===== config.mk =====
export PLATFORM = sky130hd
export DESIGN_NAME = key_entry_ctrl
export DESIGN_NICKNAME = d
export VERILOG_FILES = /design/src/rtl/key_entry_ctrl.sv
export SDC_FILE = /design/constraint.sdc
export NUM_CORES = 1
export LEC_CHECK = 0
export ABC_AREA = 1
export CAP_MARGIN = 20
export CORE_MARGIN = 5
export CORE_UTILIZATION = 25
export DETAILED_ROUTE_END_ITERATION = 12
export PLACE_DENSITY = 0.42
export SYNTH_ARGS = -nofsm -noshare
export SYNTH_HDL_FRONTEND = slang
export SYNTH_SLANG_ARGS = --single-unit

===== constraint.sdc =====
create_clock -name clk -period 4.4 [get_ports clk]
set_clock_uncertainty 0.2 [all_clocks]
set_input_delay 0.88 -clock clk [delete_from_list [all_inputs] [get_ports clk]]
set_output_delay 0.88 -clock clk [all_outputs]
set_load 0.05 [all_outputs]

===== src/rtl/key_entry_ctrl.sv =====
// PS/2 set-2 scan bytes -> two-digit BCD commands, arbitrated with clap events on one command port.
// Optional CLAP_DEFER_EN: claps that cannot issue immediately are held in a one-deep pending flag.
module key_entry_ctrl #(
  parameter int TIMEOUT_CYCLES = 250_000_000,
  parameter int TO_W           = 28
) (
  input  logic       clk,
  input  logic       reset,
  input  logic [7:0] scan_code,
  input  logic       scan_valid,
  input  logic       clap,
  input  logic       cmd_ready,
  output logic       cmd_valid,
  output logic       cmd_kind,
  output logic [7:0] cmd_value,
  output logic [1:0] entry_state,
  output logic       busy,
  output logic       timeout
);
  typedef enum logic [1:0] {S_IDLE = 2'b00, S_ONE = 2'b01, S_TWO = 2'b10, S_OUT = 2'b11} state_t;
  typedef enum logic [2:0] {K_NONE, K_DIGIT, K_ENTER, K_BKSP, K_ESC} key_t;

  localparam logic [TO_W-1:0] TO_LAST = TO_W'(TIMEOUT_CYCLES - 1);

  state_t          r_state, w_state_nx;
  logic [3:0]      r_tens, r_ones, w_tens_nx, w_ones_nx;
  logic            r_brk, r_ext;
  logic [TO_W-1:0] r_to_cnt;
  logic            r_cmd_valid, r_cmd_kind, r_timeout;
  logic [7:0]      r_cmd_value;
  key_t            w_key;
  logic [3:0]      w_digit;
  logic            w_make, w_to_hit, w_accept, w_free, w_entry_held;
  logic            w_load_entry, w_clap_fresh, w_clap_issue;

  // Only unprefixed make codes reach the key decoder; break/extended bytes are swallowed.
  assign w_make = scan_valid & ~r_brk & ~r_ext & (scan_code != 8'hF0) & (scan_code != 8'hE0);

  always_ff @(posedge clk) begin
    if (reset) begin
      r_brk <= 1'b0;
      r_ext <= 1'b0;
    end else if (scan_valid) begin
      if (r_brk) begin
        r_brk <= 1'b0;
        r_ext <= 1'b0;
      end else if (scan_code == 8'hF0) begin
        r_brk <= 1'b1;
      end else if (r_ext) begin
        r_ext <= 1'b0;
      end else if (scan_code == 8'hE0) begin
        r_ext <= 1'b1;
      end
    end
  end

  always_comb begin
    w_key   = K_NONE;
    w_digit = 4'd0;
    case (scan_code)
      8'h45: begin w_key = K_DIGIT; w_digit = 4'd0; end
      8'h16: begin w_key = K_DIGIT; w_digit = 4'd1; end
      8'h1E: begin w_key = K_DIGIT; w_digit = 4'd2; end
      8'h26: begin w_key = K_DIGIT; w_digit = 4'd3; end
      8'h25: begin w_key = K_DIGIT; w_digit = 4'd4; end
      8'h2E: begin w_key = K_DIGIT; w_digit = 4'd5; end
      8'h36: begin w_key = K_DIGIT; w_digit = 4'd6; end
      8'h3D: begin w_key = K_DIGIT; w_digit = 4'd7; end
      8'h3E: begin w_key = K_DIGIT; w_digit = 4'd8; end
      8'h46: begin w_key = K_DIGIT; w_digit = 4'd9; end
      8'h5A: w_key = K_ENTER;
      8'h66: w_key = K_BKSP;
      8'h76: w_key = K_ESC;
      default: w_key = K_NONE;
    endcase
    if (!w_make) w_key = K_NONE;
  end

  // Any byte restarts the idle window, even one the filter swallows.
  assign w_to_hit = ((r_state == S_ONE) || (r_state == S_TWO)) & ~scan_valid & (r_to_cnt == TO_LAST);

  always_ff @(posedge clk) begin
    if (reset || scan_valid || r_state == S_IDLE || r_state == S_OUT) begin
      r_to_cnt <= '0;
    end else if (r_to_cnt != TO_LAST) begin
      r_to_cnt <= r_to_cnt + 1'b1;
    end
  end

  assign w_accept     = r_cmd_valid & cmd_ready;
  assign w_free       = ~r_cmd_valid | w_accept;
  assign w_entry_held = r_cmd_valid & ~r_cmd_kind;

  always_comb begin
    w_state_nx   = r_state;
    w_tens_nx    = r_tens;
    w_ones_nx    = r_ones;
    w_load_entry = 1'b0;
    case (r_state)
      S_IDLE: begin
        if (w_key == K_DIGIT) begin
          w_tens_nx  = w_digit;
          w_state_nx = S_ONE;
        end
      end
      S_ONE: begin
        if (w_to_hit) begin
          w_state_nx = S_IDLE;
        end else if (w_key == K_DIGIT) begin
          w_ones_nx  = w_digit;
          w_state_nx = S_TWO;
        end else if (w_key == K_ENTER) begin
          // Single digit commits as {0,d}; shift it into the ones slot.
          w_tens_nx    = 4'd0;
          w_ones_nx    = r_tens;
          w_state_nx   = S_OUT;
          w_load_entry = w_free;
        end else if (w_key == K_BKSP || w_key == K_ESC) begin
          w_state_nx = S_IDLE;
        end
      end
      S_TWO: begin
        if (w_to_hit) begin
          w_state_nx = S_IDLE;
        end else if (w_key == K_ENTER) begin
          w_state_nx   = S_OUT;
          w_load_entry = w_free;
        end else if (w_key == K_BKSP) begin
          w_state_nx = S_ONE;
        end else if (w_key == K_ESC) begin
          w_state_nx = S_IDLE;
        end
      end
      S_OUT: begin
        if (w_entry_held) begin
          if (w_accept) w_state_nx = S_IDLE;
        end else if (w_free) begin
          w_load_entry = 1'b1;
        end
      end
      default: w_state_nx = S_IDLE;
    endcase
  end

  assign w_clap_fresh = clap & ~r_cmd_valid & (r_state == S_IDLE);

`ifdef CLAP_DEFER_EN
  logic r_clap_pend;
  logic w_in_entry;

  assign w_in_entry   = (r_state == S_ONE) || (r_state == S_TWO);
  assign w_clap_issue = ~w_load_entry & w_free & ~w_in_entry & (r_clap_pend | w_clap_fresh);

  always_ff @(posedge clk) begin
    if (reset) begin
      r_clap_pend <= 1'b0;
    end else if (clap && !w_clap_fresh) begin
      r_clap_pend <= 1'b1;
    end else if (w_clap_issue) begin
      r_clap_pend <= 1'b0;
    end
  end
`else
  assign w_clap_issue = w_clap_fresh;
`endif

  always_ff @(posedge clk) begin
    if (reset) begin
      r_state     <= S_IDLE;
      r_cmd_valid <= 1'b0;
      r_cmd_kind  <= 1'b0;
      r_cmd_value <= 8'h00;
      r_timeout   <= 1'b0;
    end else begin
      r_state   <= w_state_nx;
      r_timeout <= w_to_hit;
      if (w_load_entry) begin
        r_cmd_valid <= 1'b1;
        r_cmd_kind  <= 1'b0;
        r_cmd_value <= {w_tens_nx, w_ones_nx};
      end else if (w_clap_issue) begin
        r_cmd_valid <= 1'b1;
        r_cmd_kind  <= 1'b1;
        r_cmd_value <= 8'h00;
      end else if (w_accept) begin
        r_cmd_valid <= 1'b0;
      end
    end
  end

  always_ff @(posedge clk) begin
    r_tens <= w_tens_nx;
    r_ones <= w_ones_nx;
  end

  assign cmd_valid   = r_cmd_valid;
  assign cmd_kind    = r_cmd_kind;
  assign cmd_value   = r_cmd_value;
  assign entry_state = r_state;
  assign busy        = (r_state != S_IDLE);
  assign timeout     = r_timeout;

endmodule


---- After elaboration in Yosys (flattened, before gate mapping) ----
Index checks and enable logic that the tools add are counted.
word-level totals
  bits in registers ....................... 51
  bits in writable memories ............... 0
  word-level logic and storage cells ...... 114
  bits in latches ......................... 0
  bits of input ports ..................... 13
  ROM bits ................................ 0
  memories ................................ 0
  output and inout port bits .............. 14
operators by class
  div/mod/pow operators ................... 0
  $add $sub $neg .......................... 1
  reductions and logical operators ........ 13
  multiply operators ...................... 0
  muxes and demuxes ....................... 42
  shift-type cells ........................ 0
  eq/ne operators ......................... 32
  order comparisons ....................... 0
  bitwise logic cells ..................... 16
operator list
  kind                   number
  $eq 8x6->1 const B     6
  $eq 8x7->1 const B     5
  $pmux 4 s9             1
  $mux 4                 8
  $add 28x1->28 const B  1
  $eq 28x28->1 const B   1
  $ne 28x28->1 const B   1
  $mux 2                 11
  $eq 8x5->1 const B     2
  $eq 8x8->1 const B     2
  $mux 8                 2
  $ne 8x8->1 const B     2
  $mux 1                 15
  $pmux 3 s4             1
  $and 1x1->1            10
  $ne 5x2->1 const B     2
  $reduce_or 10->1       1
  $pmux 2 s4             1
  $pmux 4 s2             1
  $eq 3x2->1 const B     2
  $ne 2x2->1 const B     3
  $logic_or 1x1->1       5
  $not 1->1              5
  $reduce_and 5->1       1
  other kinds (13)       15

---- Depth between registers and ports, before layout ----
Gate-level depths: netlist of run 1.
  word-level depth ........................ 13
  mapped depth ............................ 15
  mapped depth without buffers ............ 15

---- Worst setup path before layout of run 1 ----
OpenSTA, ideal clock, no wires.
  path kind ............................... register to output
  from .................................... register r_state[0], in the netlist entry_state[0]
  to ...................................... output port busy
  arrival time ............................ 1.430 ns
  stages on the path, launching flop included .. 4
  data required time ...................... 3.320 ns
  path buffers ............................ 0
  path slack .............................. 1.890 ns
  path through ............................ dfxtp_1 -> inv_1 -> ha_1 -> inv_1
between the ends
  word-level cells in the longest chain between the ends .. 1
RTL lines
  what                      RTL line  RTL
  start: declaration        25        state_t r_state, w_state_nx;
  start signal: assignment  175       r_state <= w_state_nx;
  $reduce_bool 2->1         200       assign busy = (r_state != S_IDLE);
  end: declaration          17        output logic busy,
No other way between the ends.

---- Worst setup path in the final report of run 1 ----
Same ends and word-level chain as after synthesis.

==> metrics.md, run 1 <==
| Metric | Value |
|---|---|
| Largest stage delay, worst path | `about 0.83 ns` |
| P_leak | `roughly 1.4 nW` |
| Setup crit start kind | `register` |
| Crit. Startpoint | `entry_state[0]` |
| CTS tree | `built` |
| Share of post-route cells with drive strength above 1 | `10.5%` |
| Hold_sp | `r_ones[1]` |
| Crit path required time | `3.32 ns` |
| Post-synth EDFFs | `0` |
| Diodes inserted | `0` |
| Synth cell types | `35` |
| Vias in the first global route | `approximately 3000` |
| Flops & latches, synth | `51` |
| Sequential-to-total area share from yosys stat | `around a third` |
| Slowest CP cell | `clkdlybuf4s50_1` |
| Min Tclk post-route | `between 3 and 4 ns` |
| Fin crit share | `a little over two thirds` |
| RSZ-0062 raised after global routing | `false` |
| Critical path start-end classification | `register to primary output` |
| Final wirelength | `8020 um` |
| Worst Reg2Reg Path Length in Cells | `14` |
| Reg-to-reg startpoint | `r_to_cnt[0]` |
| Worst Hold Class | `register to register` |
| Fin. Hold Viols | `0` |
| Worst EP arrival | `between 2 and 2.5 ns` |
| Die extent in y | `121 um` |
| Initial antenna violation count | `0` |
| Async SR Flop Fraction | `0%` |
| # resized after CTS | `0` |
| TritonCTS Buffers | `5` |
| Width of the die | `121 um` |
| Core area | `approximately 12000 um^2` |
| Layout Cells excl Fill | `673` |
| FF-to-FF setup slack | `around 1.9 ns` |
| Gate Count Post-Synth | `472` |
| Htree depth | `2` |
| Worst-path clk slew | `around 0.07 ns` |
| Hold_buf cts | `0` |
| Slew @ Worst Pin | `0.571 ns` |
| Antenna Nets Post-Route | `0` |
| DP HPWL | `roughly 6300 um` |
| Max frequency | `around 320 MHz` |
| Post-Route Setup TNS | `0 ns` |
| Share of the synthesized area in the top cell type | `33.2%` |
| Synth area leaders | `dfxtp_1 (33%), nand2_1 (16%), inv_1 (7.1%)` |
| Placed instance count | `665` |
| Commonest non-fill, non-tap cell in the layout | `nand2_1` |
| CP most frequent cell | `inv_1` |
| Clock Path Buffers | `2` |
| Via count | `2971` |
| Status | `finished, final reports clean` |
| Grt total ovfl | `0` |
| Reg2reg end | `cmd_valid` |
| Final core occ | `between 30% and 40%` |
| Final GP Congestion | `about 0.83` |
| FILL cells | `around 1400` |
| GRT Total Usage | `11.4%` |
| Worst slew margin | `between 60% and 70%` |
| CP Max Fanout | `5` |
| Hold depth | `2` |
| Setup bufs post-CTS | `0` |
| Pin count of the biggest net entering global routing | `17` |
| Avg Inst Size Synth | `6.52 um^2` |
| WHS | `~0.26 ns` |
| Crit-path cells | `inv_1, ha_1, inv_1, clkdlybuf4s50_1` |
| Buffers on Ports | `26` |
| Pre-Repair DR Iteration Count | `4` |
| Hold path endpoint | `r_ones[1]` |
| Worst skew pair latency | `about 0.29 ns` |
| Row count | `40` |
| Most used DFF post-synth | `dfxtp_1` |
| Final setup fails | `0` |
| Num ports | `27` |
| Synthesized area | `3080 um^2` |
| Iter 0 DRT Violations | `approximately 100` |
| Commonest cells after routing, fill and taps aside | `nand2_1 (128), inv_1 (58), nor2_1 (55)` |
| DR vias/cell | `between 4 and 5` |
| Area leader, netlist | `dfxtp_1` |
| Nets | `522` |
| Num Clock Sinks | `51` |
| Pins over their slew limit | `0` |
| Max-cap viol count | `0` |
| PwrDens | `285 nW/um^2` |
| Layout area overhead | `20.7%` |
| Syn Nets | `490` |
| CP Capture Type | `primary output` |
| Syn. warnings | `0` |
| DIE AREA | `around 15000 um^2` |
| Wire per inst | `11.9 um` |
| Root Buffer | `clkbuf_16` |
| Worst VDD drop | `roughly 0.11 mV` |
| Starting density of the core | `approximately 26%` |
| First-pass GRT wire length | `approximately 14000 um` |
| Drt drc | `0` |
cells in the mapped netlist, types with 2 or more instances:
cell type and number:
a211oi_1 2, o21ai_0 14, or2_2 4, ha_1 5
nor2_8 2, clkbuf_1 2, a21oi_2 2, nor4b_1 2
nand2_4 3, nor2_2 4, o21a_1 4, a31oi_1 2
nor2_4 3, dfxtp_1 51, nand4_1 12, inv_2 8
inv_1 58, nand3_1 33, nor2_1 55, nor3_1 13
nand2_1 128, nand3b_1 2, xor2_1 2, a21oi_1 34
nor4_1 8, nand2_2 9, nand3_4 2
area by class of cell:
class	count	area, um^2	area share [%]
clock inverters	2	16.3	0.438
repair buffers	29	283	7.61
inverters	66	248	6.67
well taps	168	210	5.66
flip-flops and latches	51	1020	27.5
clock buffers	6	139	3.74
multi-input cells	351	1800	48.4
worst max-delay path: cells and delay by family, from the launching register on:
family	cells	cell delay, ns
buffers and inverters	3	1.07
adders and majority gates	1	0.22
DFF	1	0.42
worst max path at each step:
stage              endpoint  slack, ns  cells past startpoint
2_1_floorplan          busy       1.89                      3
3_3_place_gp   cmd_value[2]       1.23                     13
3_5_place_dp   cmd_value[1]       1.22                     13
4_1_cts                busy       1.28                      4
5_1_grt                busy       1.20                      4
6_report               busy       1.31                      4
routing by layer:
metal	global-route usage, %	vias up	share of wire (%)
met5	0	-	0
met4	2.20	0	0.80
met3	2.28	8	2.9
met2	20.7	35	48
met1	14.0	1327	48
li1	-	1601	-
logic make-up (layout without fill, tap and decap cells):
| kind of cell | Yosys count | in the layout | share of synthesized area (%) |
|---|---|---|---|
| AOI/OAI and AO/OA | 60 | 60 | 11.1 |
| xor gates and xnor gates | 2 | 2 | 0.569 |
| adders and majority gates | 5 | 5 | 2.03 |
| buffers and inverters | 70 | 103 | 8.58 |
| DFF | 51 | 51 | 33.2 |
| and+or+nand+nor | 284 | 284 | 44.5 |
report_power, final:
part	total, mW	internal (mW)	switching (mW)
Sequential	0.494	0.479	0.0148
Clock	0.408	0.228	0.181
Combinational	0.157	0.0535	0.103
sequential cells by signal (all words and copies together) (netlist names), 2 cells and up:
register	cells
cmd_value	8
entry_state	2
r_ones	4
r_tens	4
r_to_cnt	28
through the flow:
step | area, um^2 | power (mW) | worst slack [ns]
after global routing | 3710 | 1.11 | 1.20
after global placement | 3560 | 0.664 | 1.23
after CTS | 3710 | 1.08 | 1.28
after detailed placement | 3560 | 0.662 | 1.22
after floorplan | 3080 | 0.608 | 1.89
final | 3710 | 1.06 | 1.31
No activity file was read; power rests on OpenSTA's default activity.
==> run 2: changes to the inputs <==
- clock period: 4.4 -> 3 ns (I/O delays scaled with it)
==> metrics.md, run 2 (synthesized netlist as in run 1, its figures left out) <==
| Metric | Value |
|---|---|
| Fin crit share | `roughly 86%` |
| FF-to-FF setup slack | `0.50 ns (-1.42 ns)` |
| Hold depth | `2 (unchanged)` |
| Iter 0 DRT Violations | `157 (+54%)` |
| DP HPWL | `6350 um (+0.41%)` |
| Row count | `40 (unchanged)` |
| Worst-path clk slew | `0.07 ns (about the same)` |
| Diodes inserted | `0 (unchanged)` |
| # resized after CTS | `0 (unchanged)` |
| Reg-to-reg startpoint | `r_to_cnt[0]` |
| Worst Reg2Reg Path Length in Cells | `14 (unchanged)` |
| P_leak | `1.37 nW (+0.87%)` |
| Hold_sp | `r_ones[1]` |
| Layout area overhead | `21.0%` |
| Starting density of the core | `25.5% (unchanged)` |
| Final wirelength | `8090 um (+0.90%)` |
| Max-cap viol count | `0 (unchanged)` |
| CP Max Fanout | `8 (+3)` |
| Wire per inst | `12.0 um (+0.90%)` |
| Crit path required time | `3.02 ns (-0.30 ns)` |
| Grt total ovfl | `0 (unchanged)` |
| DR vias/cell | `4.41 (-0.17%)` |
| Share of post-route cells with drive strength above 1 | `10.5% (unchanged)` |
| Htree depth | `2 (unchanged)` |
| Num ports | `27 (unchanged)` |
| Vias in the first global route | `2987 (+0.37%)` |
| Nets | `523 (+0.19%)` |
| Min Tclk post-route | `around 2.6 ns` |
| Setup bufs post-CTS | `0 (unchanged)` |
| TritonCTS Buffers | `5 (unchanged)` |
| Pin count of the biggest net entering global routing | `17 (unchanged)` |
| Root Buffer | `clkbuf_16` |
| DIE AREA | `14600 um^2 (unchanged)` |
| Antenna Nets Post-Route | `0 (unchanged)` |
| Hold_buf cts | `0 (unchanged)` |
| Number of flip-flops in the largest register | `28 (unchanged)` |
| Final GP Congestion | `0.832 (about the same)` |
| Post-DP Area | `3560 um^2 (+0.14%)` |
| Commonest cells after routing, fill and taps aside | `nand2_1 (128), inv_1 (58), nor2_1 (55)` |
| Pre-Repair DR Iteration Count | `5 (+1)` |
| Max frequency | `around 390 MHz` |
| Worst slew margin | `58.0% (-3.9 points)` |
| Critical path start-end classification | `primary input to register` |
| Crit. Startpoint | `scan_code[4]` |
| Reg2reg end | `entry_state[0]` |
| Largest register by flop count | `r_to_cnt` |
| Core area | `12100 um^2 (unchanged)` |
| Pins over their slew limit | `0 (unchanged)` |
| CP Capture Type | `register` |
| Slew @ Worst Pin | `0.630 ns (+0.0592 ns)` |
| Num Clock Sinks | `51 (unchanged)` |
| Commonest non-fill, non-tap cell in the layout | `nand2_1` |
| Status | `finished, final reports clean` |
| First-pass GRT wire length | `14100 um (+2.2%)` |
| Setup crit start kind | `primary input` |
| GRT Total Usage | `11.7% (+0.26 points)` |
| Final setup fails | `0 (unchanged)` |
| Width of the die | `121 um (unchanged)` |
| RSZ-0062 raised after global routing | `false` |
| Via count | `2966 (-0.17%)` |
| Design area | `3720 um^2 (+0.24%)` |
| Worst EP arrival | `2.61 ns (+0.60 ns)` |
| CTS tree | `built` |
| Post-Route Setup TNS | `0 ns (unchanged)` |
| Worst Hold Class | `register to register` |
| Fin. Hold Viols | `0 (unchanged)` |
| Die extent in y | `121 um (unchanged)` |
| Initial antenna violation count | `0 (unchanged)` |
| Hold path endpoint | `r_ones[1]` |
| FILL cells | `1301 (-5.3%)` |
| Clock Path Buffers | `2 (unchanged)` |
| Drt drc | `0 (unchanged)` |
| PwrDens | `431 nW/um^2 (+51%)` |
| Buffers on Ports | `26 (unchanged)` |
| Worst VDD drop | `0.193 mV (+68%)` |
| Worst skew pair latency | `0.29 ns (about the same)` |
-- run 2: layer usage --
metal | GRT usage, % | vias to the layer above | routed length [um]
li1 | - | 1586 | -
met1 | 15.6 | 1327 | 4080
met2 | 19.1 | 43 | 3650
met3 | 2.33 | 10 | 225
met4 | 3.26 | 0 | 126
met5 | 0 | - | 0
-- run 2: how the worst max path moves through the flow --
stage / cells after the start / end / slack, ns
3_5_place_dp: 14 / entry_state[0] / 0.11
5_1_grt: 14 / entry_state[0] / 0.15
6_report: 13 / entry_state[1] / 0.41
2_1_floorplan: 6 / r_to_cnt[14] / 0.69
4_1_cts: 4 / busy / 0.41
3_3_place_gp: 14 / cmd_value[7] / 0.12
-- run 2: area by class of cell --
cell class	instances	area, um^2	area share, %
multi-input combinational	351	1800	48.3
sequential	51	1020	27.4
timing repair buffer	30	288	7.73
inverter	66	248	6.65
tap	168	210	5.65
clock buffer	6	129	3.46
clock inverter	1	30.0	0.806
-- run 2: critical path, stage by stage --
cell and delay (ns):
clkdlybuf4s50_1 0.49, inv_1 0.06, nand2_1 0.12, nor2_1 0.06
nand2_1 0.10, nand3_2 0.14, nor3_4 0.32, nand2_4 0.13
a21oi_2 0.19, nand2_1 0.08, nor2_2 0.12, nand2_1 0.06
a21oi_1 0.13
-- run 2: power by group --
| group | switching (mW) | internal, mW |
|---|---|---|
| Combinational | 0.151 | 0.0764 |
| Sequential | 0.0234 | 0.703 |
| Clock | 0.260 | 0.390 |
| Total | 0.434 | 1.17 |
-- run 2: stage by stage --
stage,instances,util (%),hold slack [ns],power [mW],worst slack [ns]
after global routing,673,30.9,0.282,1.68,0.151
after global placement,666,29.6,0.249,0.972,0.117
final,673,30.9,0.264,1.60,0.413
after detailed placement,666,29.6,0.238,0.971,0.113
after CTS,673,30.9,0.264,1.62,0.406
after floorplan,472,-,0.223,0.891,0.691
==> run 3: changes to the inputs <==
- CTS_CLUSTER_DIAMETER: unset -> 30
==> results of run 3 <==
Same layout as run 2: the final DEF is identical, and so are final timing and power.
